**src/rtl/store_buffer.sv**
```systemverilog
// Store-side write buffer: formats SB/SH/SW/SWL/SWR into aligned byte-enabled
// writes, queues them in a small FIFO and drains them over a req/ack bus.
module store_buffer #(
  parameter int DEPTH = 4
) (
  input  logic        clk,
  input  logic        resetn,
  input  logic [2:0]  st_type,
  input  logic [31:0] st_vaddr,
  input  logic [31:0] st_data,
  input  logic        ld_req,
  input  logic        flush,
  output logic        stallreq,
  output logic        adel_st,
  output logic        bus_req,
  output logic [31:0] bus_addr,
  output logic [3:0]  bus_wen,
  output logic [31:0] bus_wdata,
  input  logic        bus_ack,
  output logic        empty
);

  localparam int AW = (DEPTH > 1) ? $clog2(DEPTH) : 1;
  localparam logic [AW:0] FULL_CNT = (AW+1)'(DEPTH);

  logic [29:0]   addr_mem_r [DEPTH];
  logic [3:0]    wen_mem_r  [DEPTH];
  logic [31:0]   data_mem_r [DEPTH];
  logic [AW-1:0] head_r;
  logic [AW-1:0] tail_r;
  logic [AW:0]   count_r;

  logic [3:0]  fmt_wen_s;
  logic [31:0] fmt_data_s;
  logic        adel_s;
  logic        st_valid_s;
  logic        full_s;
  logic        nonempty_s;
  logic        push_s;
  logic        pop_s;

  // Store formatting: lane placement, byte enables and alignment check
  always_comb begin
    fmt_wen_s  = 4'b0000;
    fmt_data_s = 32'h0000_0000;
    adel_s     = 1'b0;
    st_valid_s = 1'b0;
    case (st_type)
      3'd1: begin
        st_valid_s = 1'b1;
        fmt_wen_s  = 4'b0001 << st_vaddr[1:0];
        fmt_data_s = {4{st_data[7:0]}};
      end
      3'd2: begin
        st_valid_s = 1'b1;
        fmt_data_s = {2{st_data[15:0]}};
        case (st_vaddr[1:0])
          2'd0:    fmt_wen_s = 4'b0011;
          2'd2:    fmt_wen_s = 4'b1100;
          default: adel_s    = 1'b1;
        endcase
      end
      3'd3: begin
        st_valid_s = 1'b1;
        fmt_data_s = st_data;
        case (st_vaddr[1:0])
          2'd0:    fmt_wen_s = 4'b1111;
          default: adel_s    = 1'b1;
        endcase
      end
      3'd4: begin
        st_valid_s = 1'b1;
        case (st_vaddr[1:0])
          2'd0:    begin fmt_wen_s = 4'b0001; fmt_data_s = {24'h000000, st_data[31:24]}; end
          2'd1:    begin fmt_wen_s = 4'b0011; fmt_data_s = {16'h0000, st_data[31:16]}; end
          2'd2:    begin fmt_wen_s = 4'b0111; fmt_data_s = {8'h00, st_data[31:8]}; end
          default: begin fmt_wen_s = 4'b1111; fmt_data_s = st_data; end
        endcase
      end
      3'd5: begin
        st_valid_s = 1'b1;
        case (st_vaddr[1:0])
          2'd0:    begin fmt_wen_s = 4'b1111; fmt_data_s = st_data; end
          2'd1:    begin fmt_wen_s = 4'b1110; fmt_data_s = {st_data[23:0], 8'h00}; end
          2'd2:    begin fmt_wen_s = 4'b1100; fmt_data_s = {st_data[15:0], 16'h0000}; end
          default: begin fmt_wen_s = 4'b1000; fmt_data_s = {st_data[7:0], 24'h000000}; end
        endcase
      end
      default: begin
        st_valid_s = 1'b0;
      end
    endcase
  end

  assign full_s     = (count_r == FULL_CNT);
  assign nonempty_s = (count_r != '0);
  // Full is judged on the start-of-cycle count, so a same-cycle pop never admits a push
  assign push_s     = st_valid_s & ~adel_s & ~flush & ~full_s;
  assign pop_s      = nonempty_s & bus_ack;

  assign adel_st  = adel_s;
  assign stallreq = (st_valid_s & ~adel_s & ~flush & full_s) | (ld_req & nonempty_s);
  assign empty    = ~nonempty_s;
  assign bus_req  = nonempty_s;

  // Head entry is read from registered storage; gated to zero when nothing is queued
  always_comb begin
    bus_addr  = 32'h0000_0000;
    bus_wen   = 4'b0000;
    bus_wdata = 32'h0000_0000;
    if (nonempty_s) begin
      bus_addr  = {addr_mem_r[head_r], 2'b00};
      bus_wen   = wen_mem_r[head_r];
      bus_wdata = data_mem_r[head_r];
    end else begin
      bus_addr  = 32'h0000_0000;
    end
  end

  // Entry storage written at the tail on an accepted store
  always_ff @(posedge clk) begin
    if (push_s) begin
      addr_mem_r[tail_r] <= st_vaddr[31:2];
      wen_mem_r[tail_r]  <= fmt_wen_s;
      data_mem_r[tail_r] <= fmt_data_s;
    end
  end

  // Pointer and occupancy bookkeeping
  always_ff @(posedge clk or negedge resetn) begin
    if (!resetn) begin
      head_r  <= '0;
      tail_r  <= '0;
      count_r <= '0;
    end else begin
      if (push_s) tail_r <= tail_r + AW'(1);
      if (pop_s)  head_r <= head_r + AW'(1);
      case ({push_s, pop_s})
        2'b10:   count_r <= count_r + (AW+1)'(1);
        2'b01:   count_r <= count_r - (AW+1)'(1);
        default: count_r <= count_r;
      endcase
    end
  end

endmodule

```
**config.mk**
```make
export PLATFORM = sky130hd
export DESIGN_NAME = store_buffer
export DESIGN_NICKNAME = d
export VERILOG_FILES = /design/src/rtl/store_buffer.sv
export SDC_FILE = /design/constraint.sdc
export NUM_CORES = 1
export LEC_CHECK = 0
export ABC_AREA = 1
export BUFFER_PORTS_ARGS = -buffer_cell sky130_fd_sc_hd__buf_2
export CAP_MARGIN = 15
export CORE_ASPECT_RATIO = 0.8
export CORE_MARGIN = 1.5
export CORE_UTILIZATION = 58
export DETAILED_ROUTE_END_ITERATION = 16
export MAX_ROUTING_LAYER = met4
export PLACE_DENSITY_LB_ADDON = 0.05
export SLEW_MARGIN = 25
export SYNTH_ARGS = -nofsm -noshare
export SYNTH_HDL_FRONTEND = slang
export SYNTH_SLANG_ARGS = --single-unit
```
**constraint.sdc**
```tcl
create_clock -name clk -period 5.5 [get_ports clk]
set_clock_uncertainty 0.1 [all_clocks]
set_input_delay 0.275 -clock clk [delete_from_list [all_inputs] [get_ports clk]]
set_output_delay 0.275 -clock clk [all_outputs]
set_load 0.03 [all_outputs]
```
== Word-level counts from Yosys, hierarchy flattened ==
Memory sizes are Yosys's and may differ from the RTL's.
Index checks and enable logic that the tools add are counted.

* Register bits after elaboration: 7
* RAM bits: 264
* Input port bits: 72
* Output and inout port bits: 72
* Logic and storage cells: 55
* Memories kept: 3

* Add/sub/neg operators: 4
* Equal/unequal tests: 10
* Shift operators: 1
* Muxes and demuxes: 18
* Bitwise gates (word level): 11
* Reduce and logical (&&, ||, !) cells: 5

{| class="wikitable"
|+ Memory list
! memory !! words !! bits a word !! read ports !! clocked after memory_dff !! write ports !! RTL line !! source
|-
| data_mem_r || 4 || 32 || 1 || 0 || 1 || 28 || <nowiki>logic [31:0] data_mem_r [DEPTH];</nowiki>
|-
| addr_mem_r || 4 || 30 || 1 || 0 || 1 || 26 || <nowiki>logic [29:0] addr_mem_r [DEPTH];</nowiki>
|-
| wen_mem_r || 4 || 4 || 1 || 0 || 1 || 27 || <nowiki>logic [3:0] wen_mem_r [DEPTH];</nowiki>
|}

{| class="wikitable"
|+ Operators by type and width
! operator !! count
|-
| one-hot mux 32 bit (3 select lines) || 2
|-
| one-hot mux 32 bit (5 select lines) || 1
|-
| two-way mux 32 bit || 2
|-
| one-hot mux 4 bit (5 select lines) || 1
|-
| one-hot mux 4 bit (3 select lines) || 1
|-
| equality test 3 bit, second input constant || 3
|-
| one-hot mux 3 bit (3 select lines) || 1
|-
| two-way mux 4 bit || 2
|-
| one-hot mux 4 bit (2 select lines) || 1
|-
| bitwise AND 1 bit || 6
|-
| equality test 3 x 2 -> 1 bit, second input constant || 2
|-
| one-hot mux 3 bit (2 select lines) || 1
|-
| two-way mux 1 bit || 5
|-
| OR reduction 5 bit || 1
|-
| adder 2 x 1 -> 2 bit, second input constant || 2
|-
| equality test 2 x 1 -> 1 bit, second input constant || 2
|-
| equality test 2 bit, second input constant || 2
|-
| NOT 1 bit || 4
|-
| left shift 1 x 2 -> 4 bit, first input constant || 1
|-
| adder 3 x 1 -> 3 bit, second input constant || 1
|-
| equality test 3 x 1 -> 1 bit, second input constant || 1
|-
| nonzero test 3 bit || 1
|-
| subtractor 3 x 1 -> 3 bit, second input constant || 1
|-
| zero test 2 bit || 1
|-
| other kinds (4) || 4
|}

== Longest topological paths before layout ==
Gate-level depths: netlist of the first run.

* Depth after elaboration: 10
* Depth in mapped cells: 14
* Depth with buffers taken out: 13

== Least setup slack after synthesis of the first run ==
OpenSTA, ideal clock, no wires.

* Path type: input port to flip-flop
* Start: input port st_type[2]
* End: memory addr_mem_r[0][0], enable pin
* Setup time: 491 ps
* Data arrival time: 3,830 ps
* Data required time: 4,909 ps
* Slack: 1,080 ps
* Cell stages on the path: 8
* Cell sequence: buf_6 > inv_2 > ha_1 > nand2_1 > nor2_2 > nor2_4 > nand3_2 > nor2_1

* Cells in the longest elaborated chain, start to end: 8

{| class="wikitable"
|+ RTL lines
! element !! RTL line !! source
|-
| from (decl) || 8 || <nowiki>input logic [2:0] st_type,</nowiki>
|-
| equality test 3 x 2 -> 1 bit || 48 || <nowiki>case (st_type)</nowiki>
|-
| one-hot mux 1 bit (2 select lines) * || 48 ||
|-
| named net adel_st || 14 || <nowiki>output logic adel_st,</nowiki>
|-
| NOT 1 bit * || 98 || <nowiki>assign push_s = st_valid_s & ~adel_s & ~flush & ~full_s;</nowiki>
|-
| bitwise AND 1 bit * (3 in series) || 98 ||
|-
| two-way mux 1 bit * || 122 || <nowiki>if (push_s) begin</nowiki>
|-
| two-way mux 1 bit (not written as such) * || 123 || <nowiki>addr_mem_r[tail_r] <= st_vaddr[31:2];</nowiki>
|-
| to (decl) || 26 ||
|}

Mark *: on every way through the listed nets, which the timed path passes. The rest lies on a longest branch.

== Worst setup path after layout of the first run ==
* Start: register head_r[0]
* End: output port bus_wdata[22]

* Cells in the longest elaborated chain, start to end: 2

{| class="wikitable"
|+ RTL lines
! element !! RTL line !! source
|-
| from (decl) || 29 || <nowiki>logic [AW-1:0] head_r;</nowiki>
|-
| from (signal assigned) || 137 || <nowiki>if (pop_s) head_r <= head_r + AW'(1);</nowiki>
|-
| memory read (4 x 32 bit) || - ||
|-
| two-way mux 32 bit || 111 || <nowiki>if (nonempty_s) begin</nowiki>
|-
| to (decl) || 18 || <nowiki>output logic [31:0] bus_wdata,</nowiki>
|}

No other way between the ends.

==> results of run 1 <==
## flip-flops by register name, summed over array words and instances, names as in the netlist
name / cells
head_r: 2
data_mem_r: 128
addr_mem_r: 120
wen_mem_r: 16
count_r: 3
tail_r: 2
## metal layers
layer  wire length [µm]  share of wire [%]  vias up  global-route usage [%]
li1                   -                  -     4435                       -
met3               2101                6.9       45                   3.417
met5                  0                  0        -                       -
met4                570                1.9        0                   6.250
met1              13750                 45     4375                   43.18
met2              14000                 46      363                   42.75
## critical path, stage by stage, from the launching register on
cell     delay, ns
dfrtp_4       0.64
inv_2         0.69
buf_4         0.49
o21ai_0       0.17
a21oi_1       0.27
buf_2         0.25
## cell type report
| type | count | area (µm²) | area share [%] |
|---|---|---|---|
| repair buffers | 185 | 1120 | 7.823 |
| inverters | 43 | 161.4 | 1.128 |
| clock inverters | 18 | 229.0 | 1.600 |
| clock buffers | 29 | 661.9 | 4.624 |
| multi-input cells | 829 | 3699 | 25.84 |
| flip-flops and latches | 271 | 8108 | 56.64 |
| well taps | 269 | 336.6 | 2.351 |
## cell usage after synthesis, types with 2 or more instances
cell type / number / area, µm²
nor2_1: 324 / 1216
edfxtp_1: 264 / 7928
nand2_1: 166 / 623.1
o21ai_0: 149 / 745.7
a21oi_1: 93 / 465.5
nand3_1: 55 / 275.3
inv_1: 32 / 120.1
buf_2: 26 / 130.1
clkbuf_1: 26 / 97.59
buf_4: 10 / 75.07
inv_2: 9 / 33.78
dfrtp_1: 7 / 175.2
nor2_2: 7 / 43.79
ha_1: 6 / 75.07
buf_1: 5 / 18.77
a31oi_1: 4 / 25.02
nand2_2: 4 / 25.02
nand3_2: 4 / 40.04
or2_2: 3 / 18.77
xor2_1: 3 / 26.28
clkinv_1: 2 / 7.510
nand4_1: 2 / 12.51
## kinds of logic after synthesis
logic type	count (synthesis)	share of synthesized area (%)
AOI/OAI and AO/OA	250	10.31
xor gates and xnor gates	4	0.2856
adders and majority gates	7	0.7752
buffers and inverters	112	4.070
DFF	271	66.05
other	1	0.03057
and+or+nand+nor	566	18.47
## worst paths after layout
kind	startpoint	endpoint	slack [ns]	depth (start not counted)
setup reg to reg	count_r[0]$_DFFE_PN0P_	addr_mem_r[1][17]$_DFFE_PP_	2.69	5
setup / recovery	head_r[0]$_DFFE_PN0P_	bus_wdata[22]	2.04	5
min in group clk	bus_ack	head_r[1]$_DFFE_PN0P_	0.09	5
hold / removal	resetn	count_r[1]$_DFFE_PN0P_	0.03	2
max in group asynchronous	resetn	head_r[0]$_DFFE_PN0P_	5.06	2
hold reg to reg	count_r[0]$_DFFE_PN0P_	count_r[0]$_DFFE_PN0P_	0.41	1
## metrics by stage
step / setup slack, ns / cells / utilization (%)
after floorplan: 1.080 / 1212 / -
after global placement: 2.361 / 1565 / 63.29
after detailed placement: 2.292 / 1565 / 63.29
after CTS: 1.941 / 1644 / 69.14
after global routing: 1.843 / 1644 / 69.16
final: 2.041 / 1644 / 69.16
## power groups by stage
| stage | Combinational (mW) | Sequential [mW] | Clock (mW) |
|---|---|---|---|
| after floorplan | 2.29 | 2.63 | 0 |
| after global placement | 3.15 | 2.66 | 0 |
| after detailed placement | 3.17 | 2.67 | 0 |
| after CTS | 3.21 | 2.62 | 1.85 |
| after global routing | 3.49 | 2.65 | 1.93 |
| final | 3.19 | 2.63 | 1.83 |
## timing repair
action / CTS / global route
hold buffers: 32 / 0
buffers inserted: 0 / 0
gates resized for setup: 0 / 0
hold endpoints to repair: 129 / 0
==> impl_metrics.ini, run 1 <==
[floorplanning]
die_h_um = 133.1
ios = 144
rows = 47
start_util_pct = 59.26
die_x_um = 165.6
core_region_area_um2 = 20700
dieArea_um2 = 22040

[route]
drt_wl_total_mm = 30.42
avgRoutedWirePerCell_um = 18.50
postRouteAntennaNets = 0
drt_pass1_iterations = 5
detail_route.iter0.violations = 1033
num_vias = 9218
viasPerCell = 5.607
drc = 0

[finish]
final_nets = 1435
final_common_cell = nor2_1
fillers = 1609
final_cell_mix = nor2_1 (320), edfxtp_1 (264), nand2_1 (166)
final_area_um2 = 14320
antenna_cells = 0
layout-drive-gt1-share_pct = 16.73
syn_to_final_growth_pct = 16.70

[worst_setup_path]
crit_path_end_kind = output port
cp-start-kind = register
required_ns = 5.12
path_class = reg -> out
path_max_fanout = 58
cp_data_arrival_time_ns = 3.08

[sta]
drv_slew = 0
fmax_mhz = 289.1
hold_ws_ns = 0.02994
worstMarginPinSlew_ns = 0.8771
setup-violations-final = 0
hold_violations = 0
fin_tns_setup_ns = 0
final.period_utilization_pct = 62.89
relSlewSlack_pct = 41.53
min_period_ns = 3.459
rsz0062_at_grt = no

[grt]
grt_pass1_wl_mm = 46.84
overflow = 0
antenna_found_initial = 0
grt_pass1_vias = 8407
grtUsageTotal_pct = 28.83
grt_max_degree = 104

[clock_tree]
cts-root-buf = clkbuf_16
cts_tree = yes
h-tree-depth = 1
clock_latency_ns = 0.53
clk_pin_slew_ns = 0.06
clockBufferDepth = 3
cts_sinks = 271
numCtsBuffers = 26

[pwr]
internal_power_mw = 4.463
p_per_area_nw_per_um2 = 534.4
power.share.clock_pct = 24.0
ir_worst_vdd_v = 0.0008269
design_power_total_mw = 7.651
cellLeakagePower_nw = 5.418
switching_share_pct = 41.66
power.switching_mw = 3.187
comb_power_share_pct = 41.7
pwr-share-seq_pct = 34.3

[placed_design]
placed_area_um2 = 13100
gp_congestion = 1.011
hpwl_mm = 18.34
numPortBuffers = 141

[synth]
synth-edff-count = 264
synth.avg_cell_area_um2 = 10.13
yosysSeqAreaShare_pct = 66.05
synthFlopType = edfxtp_1
synth_warnings = 0
async_reset_ff_share_pct = 2.583
ys_seq_elements = 271
netlist_area_um2 = 12270
synth_cell_types = 32
syn_inst = 1211

[min_path]
hp-class = in -> async

[status]
outcome = finished, final reports clean

[flow_run]
drv_cap = 0
Note: power is estimated with default switching activity, not from simulation.
==> run 2: changes to the inputs <==
CORE_UTILIZATION = 53   (was 58)
clock period = 2.9 ns   (was 5.5 ns; I/O delays follow)
==> run 2 against run 1 <==
Via count fell by 0.21%. Global-route usage is 2.8 points lower. Combinational power up 97%. Sequential share of layout area down 0.58 points.
==> impl_metrics.ini, run 2 (same netlist as run 1, synthesis figures left out) <==
[finish]
layout-drive-gt1-share_pct = 16.78
antenna_cells = 0
top_register = data_mem_r
fillers = 1831
multi_input_area_um2 = 3699
seq_area_um2 = 8108
top_regs = data_mem_r x128, addr_mem_r x120, wen_mem_r x16
final_common_cell = nor2_1
final_nets = 1451
final_cell_mix = nor2_1 (320), edfxtp_1 (264), nand2_1 (166)
largest_reg_flops = 128
syn_to_final_growth_pct = 17.91

[pwr]
ir_worst_vdd_v = 0.0006616
switching_share_pct = 42.23
cellLeakagePower_nw = 5.459
power.share.clock_pct = 21.2
p_per_area_nw_per_um2 = 981.9
pwr-share-seq_pct = 34.5
comb_power_share_pct = 44.3
internal_power_mw = 8.205
power.switching_mw = 5.997
design_power_total_mw = 14.20

[worst_setup_path]
cp_data_arrival_time_ns = 2.47
path_max_fanout = 67
r2r-start = count_r[0]$_DFFE_PN0P_
path_class = reg -> out
r2r_setup_slack_ns = 0.67
endpoint = bus_wdata[31]
cp-start-kind = register
r2r_cells = 9
timing.rr.end = count_r[2]$_DFFE_PN0P_
crit_path_start = count_r[0]$_DFFE_PN0P_
required_ns = 2.65
crit_path_end_kind = output port

[route]
drc = 0
wl_met1_mm = 13.95
wl_met3_mm = 1.721
postRouteAntennaNets = 0
detail_route.iter0.violations = 740
drt_wl_total_mm = 30.20
viasPerCell = 5.446
met2_length_mm = 13.99
drt_pass1_iterations = 4
num_vias = 9199
avgRoutedWirePerCell_um = 17.88
top_layer = met4

[min_path]
hold_start = st_data[15]
hp-class = in -> reg

[floorplanning]
ios = 144
rows = 49
dieArea_um2 = 24070
start_util_pct = 54.22
die_h_um = 139.1
core_region_area_um2 = 22620
die_x_um = 173.1

[clock_tree]
numCtsBuffers = 27
cts_tree = yes
cts_resized = 0
h-tree-depth = 1
clk_pin_slew_ns = 0.06
clockBufferDepth = 3
cts-root-buf = clkbuf_16
clock_latency_ns = 0.53
cts_sinks = 271

[sta]
hold_ws_ns = 0.03667
worstMarginPinSlew_ns = 0.8913
min_period_ns = 2.720
rsz0062_at_grt = no
drv_slew = 0
fmax_mhz = 367.7
fin_tns_setup_ns = 0
timing.final.ws_setup_ns = 0.1803
final.period_utilization_pct = 93.78
hold_violations = 0
setup-violations-final = 0
relSlewSlack_pct = 40.58

[placed_design]
numPortBuffers = 141
dp_slack_ns = 0.5159
hpwl_mm = 18.53
gp_congestion = 0.9645

[grt]
overflow = 0
grtUsageTotal_pct = 26.02
grt_pass1_wl_mm = 47.64
antenna_found_initial = 0
grt_pass1_vias = 8600
grt_max_degree = 68

[flow_run]
drv_cap = 0

[status]
outcome = finished, final reports clean
[run 2: cell type report]
type	instances	share of cell area, %
sequential	271	56.06
clock inverter	5	0.2509
timing repair buffer	200	9.481
tap	306	2.647
clock buffer	35	4.879
multi-input combinational	829	25.57
inverter	43	1.116
[run 2: metrics by stage]
step | utilization [%] | instance area, µm² | std cells
after global placement | 59.15 | 13380 | 1615
after floorplan | - | 12280 | 1212
after CTS | 63.93 | 14460 | 1689
after detailed placement | 59.15 | 13380 | 1615
after global routing | 63.93 | 14460 | 1689
final | 63.93 | 14460 | 1689
[run 2: worst min path at each step]
stage	slack, ns	depth (start not counted)	end
final	0.04	5	data_mem_r[3][15]$_DFFE_PP_
after detailed placement	-0.11	1	count_r[1]$_DFFE_PN0P_
after CTS	0.03	3	data_mem_r[1][6]$_DFFE_PP_
after global placement	-0.11	1	count_r[2]$_DFFE_PN0P_
after floorplan	-0.25	0	count_r[0]$_DFFE_PN0P_
after global routing	0.06	3	data_mem_r[0][5]$_DFFE_PP_
[run 2: critical path, stage by stage (launching register included)]
cell     delay (ns)
dfrtp_1        0.40
nor2_1         0.15
nand2_1        0.12
inv_2          0.07
buf_4          0.68
a21oi_1        0.22
buf_2          0.25
[run 2: layer usage]
metal	up-vias	global-route usage, %
met2	287	40.45
li1	4461	-
met4	0	6.270
met3	41	2.906
met5	-	-
met1	4410	37.12
[run 2: power groups by stage]
stage	Combinational (mW)	Clock, mW	Sequential (mW)
global route	6.85	3.19	4.94
detailed placement	6.26	0	4.98
CTS	6.31	3.06	4.90
finish	6.29	3.01	4.90
global placement	6.21	0	4.97
floorplan	4.34	0	4.96
[run 2: timing repair]
| item | in CTS | in global routing |
|---|---|---|
| hold endpoints to repair | 131 | 0 |
| hold buffers | 34 | 0 |
| buffers inserted | 0 | 0 |
==> run 3: changes to the inputs <==
CORE_MARGIN = 2   (was 1.5)
==> run 3 against run 2 <==
Setup slack better by 0.015 ns. Largest cell class unchanged. Hold slack worse by 0.0062 ns. Via count up 0.53%. Clock-buffer cell count up 2. Maximum frequency up 0.55%. Non-clock buffer count down 4. Total power up 0.92%. Flip-flop and latch count unchanged. Sequential share of layout area down 0.15 points. Combinational power down 1%. Largest power group unchanged. Cell count up 0.24%.
==> impl_metrics.ini, run 3 (same netlist as run 1, synthesis figures left out) <==
[status]
outcome = finished, final reports clean

[finish]
top_regs = data_mem_r x128, addr_mem_r x120, wen_mem_r x16
layout-drive-gt1-share_pct = 16.73
fin_cells = 1693
antenna_cells = 0
final_common_cell = nor2_1
largest_reg_flops = 128
top_register = data_mem_r
syn_to_final_growth_pct = 18.23
final_nets = 1447
fillers = 1837
final_cell_mix = nor2_1 (320), edfxtp_1 (264), nand2_1 (166)

[route]
drt_wl_total_mm = 30.80
postRouteAntennaNets = 0
num_vias = 9248
drc = 0
drt_pass1_iterations = 5
detail_route.iter0.violations = 1113
avgRoutedWirePerCell_um = 18.19
viasPerCell = 5.462

[grt]
grtUsageMet1_pct = 37.08
overflow = 0
antenna_found_initial = 0
grt_max_degree = 85
grt_pass1_wl_mm = 48.56
grt_use_met3_pct = 4.587
grtUsageTotal_pct = 26.23
use_met2_pct = 40.78
grt_pass1_vias = 8747
gr-max-usage-layer = met2

[worst_setup_path]
cp-start-kind = register
required_ns = 2.65
cp_data_arrival_time_ns = 2.46
crit_top_cell = nor2_1
r2r-start = count_r[0]$_DFFE_PN0P_
r2r_setup_slack_ns = 0.64
crit_buf_inv = 2
crit_path_end_kind = output port
r2r_cells = 9
path_max_fanout = 84
max_stage_delay_ns = 0.61
cp_slowest_cell = dfrtp_4
crit_path_cell_trace = buf_12 -> nor2_1 -> nor2_1 -> o21ai_0 -> a21oi_1 -> buf_2
timing.rr.end = count_r[2]$_DFFE_PN0P_
critical-path-top-delay-family = buffers and inverters
path_class = reg -> out

[sta]
setup-violations-final = 0
worstMarginPinSlew_ns = 0.8549
drv_slew = 0
final.period_utilization_pct = 93.27
rsz0062_at_grt = no
fmax_mhz = 369.7
min_period_ns = 2.705
relSlewSlack_pct = 43.00
hold_violations = 0
hold_ws_ns = 0.03044

[clock_tree]
h-tree-depth = 1
clk_pin_slew_ns = 0.06
cts_sinks = 271
cts_tree = yes
post_cts_buffers = 0
clockBufferDepth = 3
cts-root-buf = clkbuf_16
numCtsBuffers = 27
clock_latency_ns = 0.53

[floorplanning]
ios = 144
core_region_area_um2 = 22620
dieArea_um2 = 24390
die_h_um = 140.1
rows = 49
start_util_pct = 54.22
die_x_um = 174.1

[placed_design]
place_inst = 1611
numPortBuffers = 141
hpwl_mm = 18.52
gp_congestion = 1.017

[min_path]
hp-class = in -> reg
min_path_cells = 3
hold_start = st_data[6]
holdPathEnd = data_mem_r[0][6]$_DFFE_PP_

[pwr]
ir_worst_vdd_v = 0.0006662
cellLeakagePower_nw = 5.473
p_per_area_nw_per_um2 = 988.3

[flow_run]
drv_cap = 0
==> run 3: cell types whose count changed in the layout (fill, tap and decap cells not counted), moves of 2 or more <==
cell	delta
clkbuf_1	+2
buf_4	-6
clkinv_2	+2
clkinv_1	+2
inv_6	+2
==> run 3: worst min-delay path, cell delays in order <==
cell,delay (ns)
buf_2,0.13
nand2_1,0.07
a21oi_1,0.11
==> run 3: final cells by class <==
class                   count  area [µm²]  area share (%)
flip-flops and latches    271        8108           55.91
multi-input cells         829        3699           25.50
repair buffers            196        1358           9.361
clock buffers              37       713.2           4.918
well taps                 306       382.9           2.640
inverters                  43       161.4           1.113
clock inverters            11       81.33          0.5608
==> run 3: what timing repair did <==
action                                 CTS  global route
hold buffers                            34             0
endpoints found under the hold margin  131             0
gates resized for setup                  0             1
setup endpoints to repair                0             2
==> run 3: through the flow <==
stage          cell area (µm²)  setup WS, ns  util [%]  setup TNS, ns  power (mW)
2_1_floorplan            12280       -0.3188         -         -84.15       9.306
3_3_place_gp             13360        0.5272     59.07              0       11.17
3_5_place_dp             13360        0.5031     59.07              0       11.23
4_1_cts                  14500        0.1590     64.09              0       14.43
5_1_grt                  14500       0.03533     64.11              0       15.18
6_report                 14500        0.1951     64.11              0       14.33
==> run 3: worst max-delay path by stage <==
stage	start	endpoint	slack, ns	depth (start not counted)
2_1_floorplan	st_type[2]	addr_mem_r[0][0]$_DFFE_PP_	-0.32	8
3_3_place_gp	st_type[2]	count_r[2]$_DFFE_PN0P_	0.53	14
3_5_place_dp	st_type[2]	count_r[2]$_DFFE_PN0P_	0.50	14
4_1_cts	count_r[0]$_DFFE_PN0P_	bus_wdata[7]	0.16	6
5_1_grt	head_r[0]$_DFFE_PN0P_	bus_wdata[24]	0.04	5
6_report	head_r[0]$_DFFE_PN0P_	bus_wdata[7]	0.20	6
==> run 3: metal layers <==
layer | share of wire [%] | vias up
met4 | 1.2 | 0
met5 | 0 | -
met1 | 45 | 4441
li1 | - | 4468
met3 | 7.3 | 27
met2 | 46 | 312
==> run 3: power breakdown <==
group | internal (mW) | switching (mW)
Clock | 1.81 | 1.36
Sequential | 4.79 | 0.156
Combinational | 1.72 | 4.51
